$ cat config.mk
export PLATFORM = sky130hd
export DESIGN_NAME = multicycle_ctrl
export DESIGN_NICKNAME = d
export VERILOG_FILES = /design/src/rtl/multicycle_ctrl.sv
export SDC_FILE = /design/constraint.sdc
export NUM_CORES = 1
export LEC_CHECK = 0
export ABC_AREA = 1
export BUFFER_PORTS_ARGS = -buffer_cell sky130_fd_sc_hd__buf_2
export CAP_MARGIN = 20
export CORE_ASPECT_RATIO = 1.25
export CORE_MARGIN = 2
export CORE_UTILIZATION = 35
export DETAILED_ROUTE_END_ITERATION = 6
export PLACE_DENSITY = 0.6
export RECOVER_POWER = 25
export SYNTH_ARGS = -nofsm -noshare
export SYNTH_HDL_FRONTEND = slang
export SYNTH_SLANG_ARGS = --single-unit
export TNS_END_PERCENT = 5
$ cat constraint.sdc
create_clock -name clk -period 2.38 [get_ports clk]
set_clock_uncertainty 0.2 [all_clocks]
set_input_delay 0.119 -clock clk [delete_from_list [all_inputs] [get_ports clk]]
set_output_delay 0.119 -clock clk [all_outputs]
set_load 0.005 [all_outputs]
$ cat src/rtl/multicycle_ctrl.sv
// Moore control FSM for the shared multicycle datapath. Every control output is
// registered from the next state, except the branch PC enable and the illegal pulse.
module multicycle_ctrl #(
  parameter int OP_W  = 6,
  parameter int FN_W  = 6,
  parameter int SEL_W = 4
) (
  input  logic             clk,
  input  logic             rst,
  input  logic [OP_W-1:0]  opcode,
  input  logic [FN_W-1:0]  funct,
  input  logic             zero,
  output logic             pc_en,
  output logic             iord,
  output logic             mem_write,
  output logic             ir_write,
  output logic             reg_dst,
  output logic             mem_to_reg,
  output logic             reg_write,
  output logic [1:0]       alu_src_a,
  output logic [1:0]       alu_src_b,
  output logic [1:0]       pc_src,
  output logic [SEL_W-1:0] alu_sel,
  output logic             illegal,
  output logic [3:0]       state_o
);

  typedef enum logic [3:0] {
    INIT    = 4'd0,
    FETCH   = 4'd1,
    DECODE  = 4'd2,
    MEM_ADR = 4'd3,
    MEM_RD  = 4'd4,
    MEM_WB  = 4'd5,
    MEM_WR  = 4'd6,
    EXEC_R  = 4'd7,
    R_WB    = 4'd8,
    EXEC_I  = 4'd9,
    I_WB    = 4'd10,
    BRANCH  = 4'd11,
    JUMP    = 4'd12
  } state_t;

  localparam logic [OP_W-1:0] OP_RTYPE = OP_W'(6'h00);
  localparam logic [OP_W-1:0] OP_J     = OP_W'(6'h02);
  localparam logic [OP_W-1:0] OP_BEQ   = OP_W'(6'h04);
  localparam logic [OP_W-1:0] OP_BNE   = OP_W'(6'h05);
  localparam logic [OP_W-1:0] OP_ADDI  = OP_W'(6'h08);
  localparam logic [OP_W-1:0] OP_ANDI  = OP_W'(6'h0C);
  localparam logic [OP_W-1:0] OP_ORI   = OP_W'(6'h0D);
  localparam logic [OP_W-1:0] OP_LW    = OP_W'(6'h23);
  localparam logic [OP_W-1:0] OP_SW    = OP_W'(6'h2B);

  localparam logic [FN_W-1:0] FN_SLL  = FN_W'(6'h00);
  localparam logic [FN_W-1:0] FN_SRL  = FN_W'(6'h02);
  localparam logic [FN_W-1:0] FN_MULT = FN_W'(6'h18);
  localparam logic [FN_W-1:0] FN_ADD  = FN_W'(6'h20);
  localparam logic [FN_W-1:0] FN_SUB  = FN_W'(6'h22);
  localparam logic [FN_W-1:0] FN_AND  = FN_W'(6'h24);
  localparam logic [FN_W-1:0] FN_OR   = FN_W'(6'h25);
  localparam logic [FN_W-1:0] FN_NOR  = FN_W'(6'h27);
  localparam logic [FN_W-1:0] FN_SLT  = FN_W'(6'h2A);

  localparam logic [SEL_W-1:0] ALU_ADD = SEL_W'(4'd0);
  localparam logic [SEL_W-1:0] ALU_AND = SEL_W'(4'd1);
  localparam logic [SEL_W-1:0] ALU_OR  = SEL_W'(4'd2);
  localparam logic [SEL_W-1:0] ALU_NOR = SEL_W'(4'd3);
  localparam logic [SEL_W-1:0] ALU_SLT = SEL_W'(4'd4);
  localparam logic [SEL_W-1:0] ALU_SLL = SEL_W'(4'd5);
  localparam logic [SEL_W-1:0] ALU_SRL = SEL_W'(4'd6);
  localparam logic [SEL_W-1:0] ALU_SUB = SEL_W'(4'd7);
  localparam logic [SEL_W-1:0] ALU_MUL = SEL_W'(4'd8);

  function automatic logic funct_ok(input logic [FN_W-1:0] f);
    case (f)
      FN_ADD, FN_SUB, FN_AND, FN_OR, FN_NOR,
      FN_SLT, FN_MULT, FN_SLL, FN_SRL: funct_ok = 1'b1;
      default:                         funct_ok = 1'b0;
    endcase
  endfunction

  function automatic logic [SEL_W-1:0] r_alu_sel(input logic [FN_W-1:0] f);
    case (f)
      FN_SUB:  r_alu_sel = ALU_SUB;
      FN_AND:  r_alu_sel = ALU_AND;
      FN_OR:   r_alu_sel = ALU_OR;
      FN_NOR:  r_alu_sel = ALU_NOR;
      FN_SLT:  r_alu_sel = ALU_SLT;
      FN_MULT: r_alu_sel = ALU_MUL;
      FN_SLL:  r_alu_sel = ALU_SLL;
      FN_SRL:  r_alu_sel = ALU_SRL;
      default: r_alu_sel = ALU_ADD;
    endcase
  endfunction

  state_t           state;
  state_t           next_state;
  logic             decode_ok;
  logic             pc_en_q;
  logic             bne_q;

  logic             nx_pc_en;
  logic             nx_iord;
  logic             nx_mem_write;
  logic             nx_ir_write;
  logic             nx_reg_dst;
  logic             nx_mem_to_reg;
  logic             nx_reg_write;
  logic [1:0]       nx_src_a;
  logic [1:0]       nx_src_b;
  logic [1:0]       nx_pc_src;
  logic [SEL_W-1:0] nx_alu_sel;
  logic             nx_bne;

  always_comb begin
    decode_ok = 1'b0;
    case (opcode)
      OP_LW, OP_SW, OP_BEQ, OP_BNE,
      OP_ADDI, OP_ANDI, OP_ORI, OP_J: decode_ok = 1'b1;
      OP_RTYPE:                       decode_ok = funct_ok(funct);
      default:                        decode_ok = 1'b0;
    endcase
  end

  always_comb begin
    next_state = INIT;
    case (state)
      INIT:    next_state = FETCH;
      FETCH:   next_state = DECODE;
      DECODE: begin
        case (opcode)
          OP_LW, OP_SW:          next_state = MEM_ADR;
          OP_RTYPE:              next_state = funct_ok(funct) ? EXEC_R : FETCH;
          OP_BEQ, OP_BNE:        next_state = BRANCH;
          OP_ADDI, OP_ANDI,
          OP_ORI:                next_state = EXEC_I;
          OP_J:                  next_state = JUMP;
          default:               next_state = FETCH;
        endcase
      end
      MEM_ADR: next_state = (opcode == OP_LW) ? MEM_RD : MEM_WR;
      MEM_RD:  next_state = MEM_WB;
      MEM_WB:  next_state = FETCH;
      MEM_WR:  next_state = FETCH;
      EXEC_R:  next_state = R_WB;
      R_WB:    next_state = FETCH;
      EXEC_I:  next_state = I_WB;
      I_WB:    next_state = FETCH;
      BRANCH:  next_state = FETCH;
      JUMP:    next_state = FETCH;
      default: next_state = INIT;
    endcase
  end

  // Controls for the state being entered; opcode/funct are still those of the
  // IR loaded in FETCH, so EXEC_R/EXEC_I selects can be resolved at the DECODE edge.
  always_comb begin
    nx_pc_en      = 1'b0;
    nx_iord       = 1'b0;
    nx_mem_write  = 1'b0;
    nx_ir_write   = 1'b0;
    nx_reg_dst    = 1'b0;
    nx_mem_to_reg = 1'b0;
    nx_reg_write  = 1'b0;
    nx_src_a      = 2'b00;
    nx_src_b      = 2'b00;
    nx_pc_src     = 2'b00;
    nx_alu_sel    = ALU_ADD;
    nx_bne        = 1'b0;
    case (next_state)
      FETCH: begin
        nx_ir_write = 1'b1;
        nx_src_b    = 2'b01;
        nx_pc_en    = 1'b1;
      end
      DECODE:  nx_src_b = 2'b11;
      MEM_ADR: begin
        nx_src_a = 2'b01;
        nx_src_b = 2'b10;
      end
      MEM_RD:  nx_iord = 1'b1;
      MEM_WB: begin
        nx_mem_to_reg = 1'b1;
        nx_reg_write  = 1'b1;
      end
      MEM_WR: begin
        nx_iord      = 1'b1;
        nx_mem_write = 1'b1;
      end
      EXEC_R: begin
        nx_alu_sel = r_alu_sel(funct);
        if (funct == FN_SLL || funct == FN_SRL) begin
          nx_src_a = 2'b10;
          nx_src_b = 2'b10;
        end else begin
          nx_src_a = 2'b01;
          nx_src_b = 2'b00;
        end
      end
      R_WB: begin
        nx_reg_dst   = 1'b1;
        nx_reg_write = 1'b1;
      end
      EXEC_I: begin
        nx_src_a = 2'b01;
        nx_src_b = 2'b10;
        if (opcode == OP_ANDI)     nx_alu_sel = ALU_AND;
        else if (opcode == OP_ORI) nx_alu_sel = ALU_OR;
        else                       nx_alu_sel = ALU_ADD;
      end
      I_WB:    nx_reg_write = 1'b1;
      BRANCH: begin
        nx_src_a   = 2'b01;
        nx_src_b   = 2'b00;
        nx_alu_sel = ALU_SUB;
        nx_pc_src  = 2'b01;
        nx_bne     = (opcode == OP_BNE);
      end
      JUMP: begin
        nx_pc_src = 2'b10;
        nx_pc_en  = 1'b1;
      end
      default: ;
    endcase
  end

  always_ff @(posedge clk or posedge rst) begin
    if (rst) begin
      state      <= INIT;
      pc_en_q    <= 1'b0;
      iord       <= 1'b0;
      mem_write  <= 1'b0;
      ir_write   <= 1'b0;
      reg_dst    <= 1'b0;
      mem_to_reg <= 1'b0;
      reg_write  <= 1'b0;
      alu_src_a  <= 2'b00;
      alu_src_b  <= 2'b00;
      pc_src     <= 2'b00;
      alu_sel    <= ALU_ADD;
      bne_q      <= 1'b0;
    end else begin
      state      <= next_state;
      pc_en_q    <= nx_pc_en;
      iord       <= nx_iord;
      mem_write  <= nx_mem_write;
      ir_write   <= nx_ir_write;
      reg_dst    <= nx_reg_dst;
      mem_to_reg <= nx_mem_to_reg;
      reg_write  <= nx_reg_write;
      alu_src_a  <= nx_src_a;
      alu_src_b  <= nx_src_b;
      pc_src     <= nx_pc_src;
      alu_sel    <= nx_alu_sel;
      bne_q      <= nx_bne;
    end
  end

  // The branch decision needs the live zero flag from the SUB in this cycle.
  assign pc_en   = pc_en_q | ((state == BRANCH) && (zero ^ bne_q));
  assign illegal = (state == DECODE) && !decode_ok;
  assign state_o = state;

endmodule

* Word level (Yosys, flattened, before mapping) *
Index checks and enable logic that the tools add are counted.

word-level totals
  bits in registers = 22
  input bits = 15
  output and inout bits = 22
  logic and storage cells = 98

cells by class
  equal/unequal tests = 40
  mux-type cells = 25
  bitwise operators = 2
  reduce and logical (&&, ||, !) cells = 18

operators with widths
  cell                                                                   count
  6-bit equality test, second input constant                             8
  4-bit equality test, second input constant                             10
  4-bit by 3-bit equality test with 1-bit output, second input constant  8
  4-bit case mux with 8 select lines                                     1
  4-bit case mux with 7 select lines                                     1
  4-bit case mux with 5 select lines                                     1
  6-bit by 4-bit equality test with 1-bit output, second input constant  3
  4-bit by 2-bit equality test with 1-bit output, second input constant  4
  6-bit by 2-bit equality test with 1-bit output, second input constant  2
  6-bit by 3-bit equality test with 1-bit output, second input constant  2
  6-bit logical NOT                                                      2
  4-bit case mux with 3 select lines                                     1
  1-bit 2-to-1 mux                                                       11
  2-bit 2-to-1 mux                                                       5
  2-bit OR reduction                                                     5
  3-bit OR reduction                                                     3
  9-bit OR reduction                                                     1
  4-bit by 1-bit equality test with 1-bit output, second input constant  2
  2-bit case mux with 2 select lines                                     2
  2-bit case mux with 4 select lines                                     1
  8-bit OR reduction                                                     1
  7-bit OR reduction                                                     1
  6-bit by 5-bit equality test with 1-bit output, second input constant  1
  4-bit logical NOT                                                      1
  other kinds (7)                                                        8

* Longest topological paths before layout *
Gate-level depths: netlist (run 1).

  word-level depth = 11
  depth in mapped cells = 13

* Worst setup path after synthesis (run 1) *
Ideal clock, no wire load.

  path kind = reg2reg
  start point = register state[2], in the netlist state_o[2]
  end point = register alu_src_b[0]
  setup time = 119 ps
  data arrival time = 1352 ps
  path slack = 709 ps
  stages on the path, launching flop included = 11
  clock period less this slack = 1671 ps
  path through = dfrtp_1 > nor2_2 > inv_2 > nor3_2 > inv_1 > a21oi_2 > nand2_4 > nand2_4 > nor2_4 > nand3_2 > o21ai_2

on the way
  longest elaborated chain between the ends = 6
  elaborated cells between the ends (all ways) = 22
  classes of those cells = eq/ne (17); mux (2); reduce/logical (3)

RTL lines
  item                                                                                   line  text
  from (decl)                                                                            96    state_t state;
  from (signal assigned)                                                                 243   state <= next_state;
  4-bit equality test, or another cell as far along                                      127   case (state)
  7-bit OR reduction (no line)                                                           -
  4-bit case mux with 7 select lines *                                                   127
  net next_state[2]                                                                      97    state_t next_state;
  4-bit equality test or 4-bit by 2-bit equality test with 1-bit output (tied branches)  170   case (next_state)
  2-bit OR reduction (no line)                                                           -
  2-bit case mux with 4 select lines *                                                   170
  net nx_src_b[0]                                                                        110   logic [1:0] nx_src_b;
  to (signal assigned)                                                                   252   alu_src_b <= nx_src_b;
  to (decl)                                                                              21    output logic [1:0] alu_src_b,

Mark *: on every way through the listed nets, which the timed path passes. The rest lies on a longest branch.

* Worst setup path in the final report (run 1) *
  start point = input funct[5]
  end point = output illegal

on the way
  longest elaborated chain between the ends = 6
  elaborated cells between the ends (all ways) = 14
  classes of those cells = eq/ne (8); mux (2); reduce/logical (4)

RTL lines
  item                                                                          line  text
  from (decl)                                                                   11    input logic [FN_W-1:0] funct,
  6-bit by 2-bit equality test with 1-bit output, or another cell as far along  75    case (f)
  9-bit OR reduction *                                                          75
  1-bit 2-to-1 mux *                                                            75
  1-bit case mux with 2 select lines *                                          117   case (opcode)
  1-bit logical NOT *                                                           261   assign illegal = (state == DECODE) && !decode_ok;
  1-bit logical AND *                                                           261
  to (decl)                                                                     24    output logic illegal,

Mark *: on every way between the ends. The rest lies on a longest branch, timed or not.

==> results of run 1 <==
final cells by class:
type	count	area (µm²)	area share, %
multi-input cells	112	656	40.0
flip-flops and latches	22	551	33.6
repair buffers	39	203	12.4
inverters	33	124	7.56
clock buffers	4	55.1	3.36
well taps	40	50.0	3.06
where the power goes:
part | switching, mW | internal (mW) | total (mW)
clock network | 0.113 | 0.147 | 0.260
logic | 0.426 | 0.248 | 0.674
registers | 0.0438 | 0.468 | 0.512
per-layer routing:
layer,routed length (µm),up-vias
met5,0,-
met4,65,0
met3,66,6
met2,1310,23
met1,1140,517
li1,-,616
layout by cell type, fill, tap and decap left out, drive strengths merged:
| master | count |
|---|---|
| buf | 30 |
| clkbuf | 10 |
| nand2 | 34 |
| nand4 | 7 |
| nand3b | 1 |
| and2 | 1 |
| nor2 | 30 |
| nor3 | 3 |
| inv | 33 |
| or2 | 1 |
| nor4 | 1 |
| a31o | 1 |
| dlygate4sd3 | 3 |
| a31oi | 1 |
| o21ai | 7 |
| or3 | 1 |
| nand3 | 17 |
| o21a | 1 |
| o2111ai | 1 |
| dfrtp | 22 |
| a21oi | 5 |
critical path: stages:
cell and delay (ns):
dlygate4sd3_1 0.53, buf_2 0.13, inv_2 0.08, nor2_4 0.05, nand3_1 0.09, nand2_1 0.08, nor2_2 0.10, nand2_1 0.07
nand2_1 0.07, nand2_1 0.08, nor4_1 0.20, buf_2 0.16
stage by stage:
| step | power, mW | util, % | hold slack [ns] |
|---|---|---|---|
| 2_1_floorplan | 1.01 | - | -0.0918 |
| 3_3_place_gp | 1.21 | 41.9 | 0.110 |
| 3_5_place_dp | 1.21 | 41.9 | 0.119 |
| 4_1_cts | 1.48 | 44.2 | 0.00706 |
| 5_1_grt | 1.57 | 44.0 | 0.0131 |
| 6_report | 1.45 | 44.0 | -0.000568 |
path summary, 6_finish.rpt:
path | to | depth (start not counted) | slack [ns] | startpoint
worst max-delay path | illegal | 12 | 0.30 | funct[5]
worst min-delay path | bne_q | 4 | -0.0006 | opcode[5]
worst max register to register | alu_src_b[0] | 10 | 0.58 | state_o[2]
worst min register to register | alu_src_b[0] | 3 | 0.42 | state_o[3]
max in group asynchronous | alu_sel[3] | 3 | 1.14 | rst
min in group asynchronous | pc_en_q | 3 | 0.35 | rst
kinds of logic after synthesis:
kind of cell,Yosys count,synth area share (%)
and+or+nand+nor,96,41.3
buffers and inverters,33,9.31
DFF,22,41.4
AOI/OAI and AO/OA,16,8.00
synthesized netlist by cell type (all sizes together):
cell,count,area [µm²]
inv,33,124
nor4,1,6.26
nand4,7,43.8
o2111ai,1,8.76
or2,1,6.26
or3,1,6.26
o21ai,7,42.5
nor3,3,25.0
nand2,34,163
dfrtp,22,551
nand3,17,108
a31o,1,8.76
and2,1,6.26
a31oi,1,6.26
a21oi,5,32.5
o21a,1,7.51
nor2,30,178
nand3b,1,7.51
==> impl_metrics.env, run 1 <==
export IMPL_synth_ff_latch_count=22
export IMPL_maxCapViolCount=0
export IMPL_tightestPinTransition_ns=0.802
export IMPL_wire_per_inst_um=10.3
export IMPL_rsz0062_at_grt="false"
export IMPL_gp_congestion=0.768
export IMPL_dr_first_iter_drc_count=23
export IMPL_post_cts_buffers=0
export IMPL_fin_cells=250
export IMPL_num_io_pins=37
export IMPL_cts_tree="done"
export IMPL_max_freq_mhz=482
export IMPL_drc=0
export IMPL_dieHeight_um=72.9
export IMPL_syn_instance_count=167
export IMPL_slew_headroom_pct=46.5
export IMPL_synth_cell_types=29
export IMPL_dp_hpwl_mm=2.19
export IMPL_timing_final_max_slew_violations=0
export IMPL_htreeDepth=1
export IMPL_coreArea_mm2=0.00372
export IMPL_start_kind="primary input"
export IMPL_setup_violations_final=0
export IMPL_cts_root_buf="clkbuf_8"
export IMPL_p_per_area_mw_per_mm2=883
export IMPL_cp_arrival_ns=1.76
export IMPL_whs_ns=-0.000568
export IMPL_crit_path_end_kind="output pin"
export IMPL_dr_pass1_iters=4
export IMPL_area_growth_pct=23.1
export IMPL_grt_pass1_vias=1097
export IMPL_cts_hold_buf=3
export IMPL_fillCellCount=377
export IMPL_vdd_drop_max_uv=223
export IMPL_period_needed_ns=2.08
export IMPL_vias=1162
export IMPL_diodes=0
export IMPL_io_buffers=36
export IMPL_insertion_delay_ns=0.26
export IMPL_synthesis_area_mm2=0.00133
export IMPL_critical_path_class="in2out"
export IMPL_ctsResizeCount=0
export IMPL_yosys_warnings=0
export IMPL_synth_seq_area_share_pct=41.4
export IMPL_grt_pass1_wl_mm=4.48
export IMPL_clk_path_buf_depth=2
export IMPL_dp_cells=243
export IMPL_fin_nets=226
export IMPL_cts_sinks=22
export IMPL_row_count=25
export IMPL_initial_core_util_pct=35.7
export IMPL_crit_path_max_fanout=5
export IMPL_outcome="finished with violations"
export IMPL_layout_drive_gt1_share_pct=34.8
export IMPL_use_met3_pct=1.60
export IMPL_clk_pin_slew_ns=0.07
export IMPL_place_area_mm2=0.00156
export IMPL_stdcell_area_mm2=0.00164
export IMPL_antenna_found_initial=0
export IMPL_routed_wirelength_mm=2.58
export IMPL_failed_checks="hold timing"
export IMPL_hp_class="in2reg"
export IMPL_gr_usage_met2_pct=23.5
export IMPL_ant_nets=0
export IMPL_finalSetupTns_ns=0
export IMPL_die_w_um=59.1
export IMPL_dpl_worst_slack_ns=0.582
export IMPL_die_area_mm2=0.00431
export IMPL_layout_setup_ws_ns=0.305
export IMPL_grt_busiest_layer="met2"
export IMPL_avgSynthCellArea_um2=7.96
export IMPL_finalHoldViolCount=1
export IMPL_synth_fp_nets=182
export IMPL_required_ns=2.06
export IMPL_p_leak_nw=0.936
export IMPL_grt_max_degree=23
export IMPL_via_per_inst=4.65
export IMPL_timing_final_crit_share_pct=87.2
export IMPL_met1_usage_pct=16.5
export IMPL_track_usage_pct=13.7
export IMPL_numCtsBuffers=3
export IMPL_grt_overflow_total=0
Note: power is estimated with default switching activity, not from simulation.
==> run 2: changes to the inputs <==
- PLACE_DENSITY: 0.6 -> 0.62
- clock period: 2.38 -> 1.8 ns (I/O delays scaled with it)
==> impl_metrics.env, run 2 (synthesis results as in run 1) <==
export IMPL_layout_drive_gt1_share_pct=42.3
export IMPL_mostFrequentLayoutCells="buf_2 (36), nand2_1 (27), inv_1 (23)"
export IMPL_wire_per_inst_um=10.7
export IMPL_tightestPinTransition_ns=0.518
export IMPL_grt_pass1_wl_mm=4.58
export IMPL_final_common_cell="buf_2"
export IMPL_fillCellCount=377
export IMPL_period_needed_ns=1.73
export IMPL_max_freq_mhz=577
export IMPL_clk_path_buf_depth=2
export IMPL_timing_final_crit_share_pct=96.2
export IMPL_fin_nets=231
export IMPL_rsz0062_at_grt="true"
export IMPL_dr_pass1_iters=4
export IMPL_dieHeight_um=72.9
export IMPL_ant_nets=0
export IMPL_grt_pass1_vias=1097
export IMPL_numCtsBuffers=3
export IMPL_cts_root_buf="clkbuf_8"
export IMPL_clk_pin_slew_ns=0.07
export IMPL_dr_first_iter_drc_count=16
export IMPL_io_buffers=36
export IMPL_finalSetupTns_ns=0
export IMPL_finalPower_mw=2.13
export IMPL_hp_class="in2reg"
export IMPL_area_growth_pct=30.1
export IMPL_vias=1210
export IMPL_gp_congestion=0.799
export IMPL_finalHoldViolCount=0
export IMPL_row_count=25
export IMPL_routed_wirelength_mm=2.74
export IMPL_cts_tree="done"
export IMPL_die_w_um=59.1
export IMPL_critical_path_class="reg2reg"
export IMPL_die_area_mm2=0.00431
export IMPL_initial_core_util_pct=35.7
export IMPL_maxCapViolCount=0
export IMPL_dp_hpwl_mm=2.17
export IMPL_slew_headroom_pct=65.5
export IMPL_dpl_worst_slack_ns=0.00538
export IMPL_start_kind="register"
export IMPL_num_io_pins=37
export IMPL_reg2reg_setup_slack_ns=0.07
export IMPL_track_usage_pct=13.9
export IMPL_diodes=0
export IMPL_post_route_util_pct=46.5
export IMPL_crit_path_max_fanout=5
export IMPL_insertion_delay_ns=0.26
export IMPL_htreeDepth=1
export IMPL_coreArea_mm2=0.00372
export IMPL_timing_final_max_slew_violations=0
export IMPL_p_leak_nw=0.996
export IMPL_required_ns=1.75
export IMPL_via_per_inst=4.75
export IMPL_vdd_drop_max_uv=388
export IMPL_crit_path_end_kind="register"
export IMPL_outcome="complete, no violations"
export IMPL_layout_setup_ws_ns=0.0681
export IMPL_setup_violations_final=0
export IMPL_p_per_area_mw_per_mm2=1230
export IMPL_drc=0
export IMPL_cp_arrival_ns=1.68
export IMPL_grt_overflow_total=0
export IMPL_cts_sinks=22
export IMPL_antenna_found_initial=0
export IMPL_grt_max_degree=23
export IMPL_whs_ns=0.00507
==> run 2: per-layer routing <==
metal	global-route usage [%]	part of all wire, %
met1	16.8	41
met2	24.3	54
met3	1.06	2.6
met4	6.82	2.2
met5	0	0
==> run 2: final timing paths <==
kind	startpoint	cells after the start	to
max reg2reg	state_o[3]	10	alu_src_b[0]
max	state_o[3]	10	alu_src_b[0]
min reg2reg	state_o[3]	3	iord
min	opcode[0]	4	mem_write
max in group asynchronous	rst	4	state_o[0]
min in group asynchronous	rst	4	alu_sel[1]
==> run 2: critical path, cell delays in order (launching register included) <==
cell     delay (ns)
dfrtp_1        0.40
nor2_2         0.12
inv_2          0.08
nor3_4         0.18
inv_2          0.08
a21oi_2        0.15
nand2_4        0.09
nand2_4        0.11
nor2_4         0.05
nand3_2        0.10
o21ai_2        0.06
==> run 2: power by group <==
part	internal [mW]	leakage [nW]	total, mW	switching [mW]
clock network	0.297	0.0357	0.447	0.151
registers	0.621	0.294	0.679	0.0575
logic	0.374	0.666	0.999	0.625
==> run 2: final cells by class <==
cell class              count  area, µm²  share of cell area [%]
clock buffers               3       41.3                    2.39
clock inverters             1       30.0                    1.74
inverters                  33        124                    7.16
multi-input cells         112        686                    39.6
flip-flops and latches     22        552                    31.9
well taps                  40       50.0                    2.89
repair buffers             44        248                    14.3
==> run 2: repair_timing <==
action	in CTS	in global routing
setup buffers	2	0
gates resized for setup	3	7
hold endpoints to repair	24	0
pin swaps	1	0
hold buffers	4	0
setup endpoints to repair	6	15
==> run 2: through the flow <==
stage	area (µm²)	instances
after floorplan	1330	167
after global placement	1580	245
after detailed placement	1580	245
after CTS	1720	255
after global routing	1730	255
final	1730	255
